## config.mk

```make
export PLATFORM = sky130hd
export DESIGN_NAME = ps2_host_tx
export DESIGN_NICKNAME = d
export VERILOG_FILES = /design/src/rtl/ps2_host_tx.sv
export SDC_FILE = /design/constraint.sdc
export NUM_CORES = 1
export LEC_CHECK = 0
export CELL_PAD_IN_SITES_DETAIL_PLACEMENT = 0
export CELL_PAD_IN_SITES_GLOBAL_PLACEMENT = 1
export CORE_ASPECT_RATIO = 0.9
export CORE_UTILIZATION = 47
export CTS_CLUSTER_SIZE = 28
export DETAILED_ROUTE_END_ITERATION = 8
export GPL_ROUTABILITY_DRIVEN = 0
export PLACE_DENSITY_LB_ADDON = 0.05
export SLEW_MARGIN = 20
export SYNTH_ARGS = -nofsm -noshare
export SYNTH_HDL_FRONTEND = slang
export SYNTH_SLANG_ARGS = --single-unit
```

## constraint.sdc

```tcl
create_clock -name CLK -period 4.2 [get_ports CLK]
set_clock_uncertainty 0.15 [all_clocks]
set_input_delay 0.84 -clock CLK [delete_from_list [all_inputs] [get_ports CLK]]
set_output_delay 0.84 -clock CLK [all_outputs]
set_load 0.1 [all_outputs]
```

## src/rtl/ps2_host_tx.sv

```systemverilog
// PS/2 host-to-device byte transmitter: request-to-send, 11-clock frame, device ack check.
// Optional PS2_TX_TIMEOUT_EN adds an abort if the device stops clocking after release.
module ps2_host_tx #(
   parameter int unsigned INHIBIT_CYCLES = 10000,
   parameter int unsigned START_CYCLES   = 20,
   parameter int unsigned TIMEOUT_CYCLES = 1500000
) (
   input  logic       CLK,
   input  logic       RESET,
   input  logic       CLK_MOUSE_IN,
   input  logic       DATA_MOUSE_IN,
   output logic       CLK_MOUSE_OE,
   output logic       DATA_MOUSE_OE,
   input  logic       SEND_BYTE,
   input  logic [7:0] BYTE_TO_SEND,
   output logic       BUSY,
   output logic       BYTE_SENT,
   output logic       TX_ERROR
);

   localparam int unsigned DLY_MAX = (INHIBIT_CYCLES > START_CYCLES) ? INHIBIT_CYCLES : START_CYCLES;
   localparam int unsigned DLY_W   = $clog2(DLY_MAX + 1);

   typedef enum logic [2:0] {
      S_IDLE,
      S_INHIBIT,
      S_START,
      S_SHIFT,
      S_ACK,
      S_WAIT_IDLE
   } state_t;

   state_t            state_q, state_d;
   logic [DLY_W-1:0]  dly_q, dly_d;
   logic [3:0]        bit_q, bit_d;
   logic [10:0]       sh_q, sh_d;
   logic              err_q, err_d;
   logic              sent_q, sent_d;
   logic              txerr_q, txerr_d;
   logic              clk_s1_q, clk_s2_q, clk_prev_q;
   logic              dat_s1_q, dat_s2_q;
   logic              ps2_fall;

`ifdef PS2_TX_TIMEOUT_EN
   localparam int unsigned TO_W = $clog2(TIMEOUT_CYCLES + 1);
   logic [TO_W-1:0]   to_q, to_d;
`endif

   assign ps2_fall = clk_prev_q & ~clk_s2_q;

   always_ff @(posedge CLK) begin
      if (RESET) begin
         state_q    <= S_IDLE;
         dly_q      <= '0;
         bit_q      <= '0;
         sh_q       <= '1;
         err_q      <= 1'b0;
         sent_q     <= 1'b0;
         txerr_q    <= 1'b0;
         clk_s1_q   <= 1'b1;
         clk_s2_q   <= 1'b1;
         clk_prev_q <= 1'b1;
         dat_s1_q   <= 1'b1;
         dat_s2_q   <= 1'b1;
`ifdef PS2_TX_TIMEOUT_EN
         to_q       <= '0;
`endif
      end else begin
         state_q    <= state_d;
         dly_q      <= dly_d;
         bit_q      <= bit_d;
         sh_q       <= sh_d;
         err_q      <= err_d;
         sent_q     <= sent_d;
         txerr_q    <= txerr_d;
         clk_s1_q   <= CLK_MOUSE_IN;
         clk_s2_q   <= clk_s1_q;
         clk_prev_q <= clk_s2_q;
         dat_s1_q   <= DATA_MOUSE_IN;
         dat_s2_q   <= dat_s1_q;
`ifdef PS2_TX_TIMEOUT_EN
         to_q       <= to_d;
`endif
      end
   end

   always_comb begin
      state_d = state_q;
      dly_d   = dly_q;
      bit_d   = bit_q;
      sh_d    = sh_q;
      err_d   = err_q;
      sent_d  = 1'b0;
      txerr_d = 1'b0;
`ifdef PS2_TX_TIMEOUT_EN
      to_d    = to_q;
`endif
      case (state_q)
         S_IDLE: begin
            if (SEND_BYTE) begin
               // LSB is the start bit, held low until the device's first falling edge
               sh_d    = {1'b1, ~^BYTE_TO_SEND, BYTE_TO_SEND, 1'b0};
               dly_d   = '0;
               err_d   = 1'b0;
               state_d = S_INHIBIT;
            end
         end
         S_INHIBIT: begin
            if (dly_q == DLY_W'(INHIBIT_CYCLES - 1)) begin
               dly_d   = '0;
               state_d = S_START;
            end else begin
               dly_d = dly_q + 1'b1;
            end
         end
         S_START: begin
            if (dly_q == DLY_W'(START_CYCLES - 1)) begin
               dly_d   = '0;
               bit_d   = '0;
               state_d = S_SHIFT;
`ifdef PS2_TX_TIMEOUT_EN
               to_d    = '0;
`endif
            end else begin
               dly_d = dly_q + 1'b1;
            end
         end
         S_SHIFT: begin
            if (ps2_fall) begin
               sh_d = {1'b1, sh_q[10:1]};
               if (bit_q == 4'd9) begin
                  state_d = S_ACK;
               end else begin
                  bit_d = bit_q + 1'b1;
               end
            end
         end
         S_ACK: begin
            if (ps2_fall) begin
               if (dat_s2_q) begin
                  txerr_d = 1'b1;
                  err_d   = 1'b1;
               end
               state_d = S_WAIT_IDLE;
            end
         end
         S_WAIT_IDLE: begin
            if (clk_s2_q && dat_s2_q) begin
               sent_d  = ~err_q;
               err_d   = 1'b0;
               state_d = S_IDLE;
            end
         end
         default: state_d = S_IDLE;
      endcase
`ifdef PS2_TX_TIMEOUT_EN
      // Abort overrides any transition above; a nack already reported is not reported twice
      if ((state_q == S_SHIFT) || (state_q == S_ACK) || (state_q == S_WAIT_IDLE)) begin
         if (to_q == TO_W'(TIMEOUT_CYCLES - 1)) begin
            state_d = S_IDLE;
            txerr_d = ~err_q;
            sent_d  = 1'b0;
            err_d   = 1'b0;
         end else begin
            to_d = to_q + 1'b1;
         end
      end
`endif
   end

   assign CLK_MOUSE_OE  = (state_q == S_INHIBIT) || (state_q == S_START);
   assign DATA_MOUSE_OE = (state_q == S_START) || ((state_q == S_SHIFT) && !sh_q[0]);
   assign BUSY          = (state_q != S_IDLE);
   assign BYTE_SENT     = sent_q;
   assign TX_ERROR      = txerr_q;

endmodule

```

==> reports/results.tsv <==
metric	value	unit
Net Count, Synth	259	
EDFF count, synth	0	
drt wl/cell	13.6	µm
Min-Delay Endpoint	dat_s2_q$_SDFF_PP1_	
cell taking the most area after synthesis	dfxtp_1	
slowest stage delay, CP	1.13	ns
IO Pins	18	
RSZ-0062 raised after global routing	false	
CTS max path bufs	2	
most common cell after layout, fill and taps aside	dfxtp_1	
r2r setup slk	1.81	ns
layout cell share with drive strength beyond 1	0.125	
synthesized area	2110	µm²
Least-Margin Pin Slew	0.964	ns
Reg clk slew, reported paths	0.07	ns
fin crit period	3.28	ns
Die ar.	4760	µm²
worst path bufs/invs	1	
ys async rst share	0	
mean post-synth cell area	8.68	µm²
Syn Inst Count	243	
total vias in the final route	1784	
crit-path max FO	13	
most area-consuming cells after synthesis	dfxtp_1, nand2_1, nor2_1, xnor2_1, a31oi_1	
initial antenna violation count	0	
CP arrival	2.29	ns
Lkg Pwr	0.000861	µW
TritonCTS buffer count	5	
Sum Neg Setup Slack	0	ns
FILL cells	407	
total track usage	0.208	
Final setup viols	0	
Post-route DRC	0	
router iterations before antenna repair	4	
Yosys top cell area share	0.370	
Syn. warnings	0	
CP Cell Sequence	or3_1, clkdlybuf4s50_1	
Worst R2R End	dly_q[10]$_SDFFE_PP0P_	
die height	65.6	µm
Hold-fix buffers, CTS	0	
Die W	72.6	µm
gr ovfl total	0	
RR Startpoint	dly_q[0]$_SDFFE_PP0P_	
area growth from synthesis to layout	12.7	%
Worst Setup End Kind	output port	
core box area	4180	µm²
nets	272	
Initial Util	0.504	
Req. time, crit path	3.21	ns
drt via density	5.63	
largest net degree at the start of global routing	22	
fin area	2380	µm²
area occupied by multi-input gates	1210	µm²
Final ANT Viol Nets	0	
# diodes	0	
wirelength, routed	4330	µm
Hold Violations, Final	0	
max-capacitance violation count	0	
critical path launch point type	flop	
post-CTS sizing	0	
Buffers on Ports	17	
Critical Path Slowest Stage Cell	clkdlybuf4s50_1	
Pwr Density	421	nW/µm²
CP Class	flop to output port	
vias in the first global route	1602	
R2R depth	6	
most frequent cells in the layout	dfxtp_1, nand2_1, nor2_1	
Worst VDD drop	0.235	mV
status	completed	
row count	22	
fin crit share	0.781	
final max-slew violation count	0	
Sink Count	39	
Placed Area	2270	µm²
Main synth FF type	dfxtp_1	
post-CTS setup buffer count	0	
1st-iter DRT viols	130	
Root Buffer	clkbuf_8	
H-tree depth	2	
clk_lat worst skew	0.29	ns
first-pass GRT wire length	7650	µm
HP Class	flop to flop	
TritonCTS clock tree	yes	
synth unique cells	59	
slew margin rel.	0.356	
Top delay family on crit path	buffers and inverters	
fmax	0.305	GHz
DP Wirelength	2960	µm
Hold Startpoint	dat_s1_q$_SDFF_PP1_	
register area	781	µm²
#FFs+latches synth	39	
hold depth	1	
sequential area share after synthesis	0.370	
## power by group
group	switching [µW]	leakage, µW	internal [µW]
Combinational	180	0.000491	95.0
Clock	128	0.0000515	150
Sequential	39.1	0.000319	410
Total	347	0.000861	655
## state kept, by name, summed over array words and instances (netlist names)
| name | count |
|---|---|
| BYTE_SENT | 1 |
| TX_ERROR | 1 |
| bit_q | 4 |
| clk_prev_q | 1 |
| clk_s1_q | 1 |
| clk_s2_q | 1 |
| dat_s1_q | 1 |
| dat_s2_q | 1 |
| dly_q | 14 |
| err_q | 1 |
| sh_q | 10 |
| state_q | 3 |
## metal layers
layer  vias up  GRT usage  share of wire
met2        29      0.293           0.40
li1        925          -              -
met1       823      0.302           0.54
met3         7     0.0506          0.040
met5         -          0              0
met4         0     0.0809          0.017
## per-stage QoR
stage / setup slack [ns] / util / total power [µW] / cells / hold slack [ns]
floorplan: 1.09 / - / 691 / 243 / 0.239
global placement: 1.24 / 0.543 / 728 / 309 / 0.242
detailed placement: 1.23 / 0.543 / 729 / 309 / 0.249
CTS: 0.910 / 0.567 / 1010 / 317 / 0.270
global route: 0.821 / 0.568 / 1070 / 317 / 0.284
finish: 0.921 / 0.568 / 1000 / 317 / 0.265
## final cells by class
cell class                      instances  share of cell area
Sequential cell                        39               0.328
Inverter                                9              0.0142
Multi-Input combinational cell        182               0.508
Tap cell                               60              0.0316
Clock buffer                            8              0.0421
Timing Repair Buffer                   19              0.0758
## synth_stat cells, types with 2 or more instances
| cell | n |
|---|---|
| nand2_1 | 28 |
| nor3_1 | 7 |
| ha_1 | 3 |
| or3_1 | 4 |
| nor2_1 | 27 |
| a21oi_1 | 8 |
| clkbuf_1 | 4 |
| o211ai_1 | 3 |
| nand3b_1 | 2 |
| o32ai_1 | 2 |
| o31a_1 | 2 |
| buf_2 | 4 |
| o22a_1 | 2 |
| nand2b_1 | 3 |
| buf_6 | 4 |
| inv_1 | 9 |
| or2_2 | 5 |
| o311ai_1 | 6 |
| xnor2_1 | 7 |
| nand3_1 | 10 |
| dfxtp_1 | 39 |
| nor2b_1 | 2 |
| o31ai_1 | 3 |
| nor4b_2 | 2 |
| o21ai_0 | 4 |
| and2_1 | 2 |
| o311ai_0 | 3 |
| a31oi_1 | 9 |
| nand4_1 | 3 |
| nor4b_1 | 2 |
| nor4_1 | 2 |
| and3_1 | 5 |
## how the worst max path moves through the flow
stage / from / endpoint / slack, ns / cells after the start
2_1_floorplan: state_q[1]$_SDFFE_PP0P_ / CLK_MOUSE_OE / 1.09 / 3
3_3_place_gp: state_q[2]$_SDFFE_PP0P_ / BUSY / 1.24 / 2
3_5_place_dp: state_q[0]$_SDFFE_PP0P_ / BUSY / 1.23 / 2
4_1_cts: state_q[0]$_SDFFE_PP0P_ / BUSY / 0.91 / 2
5_1_grt: state_q[2]$_SDFFE_PP0P_ / BUSY / 0.82 / 2
6_report: state_q[0]$_SDFFE_PP0P_ / BUSY / 0.92 / 2
## logic make-up after synthesis
group,Yosys count,synth area share
xor+xnor,7,0.0291
fa+ha+maj,3,0.0178
simple gates,111,0.284
flops,39,0.370
buf+inv,22,0.0605
mux,1,0.00475
compound gates,60,0.234
Power figures use the tool's default switching activity.
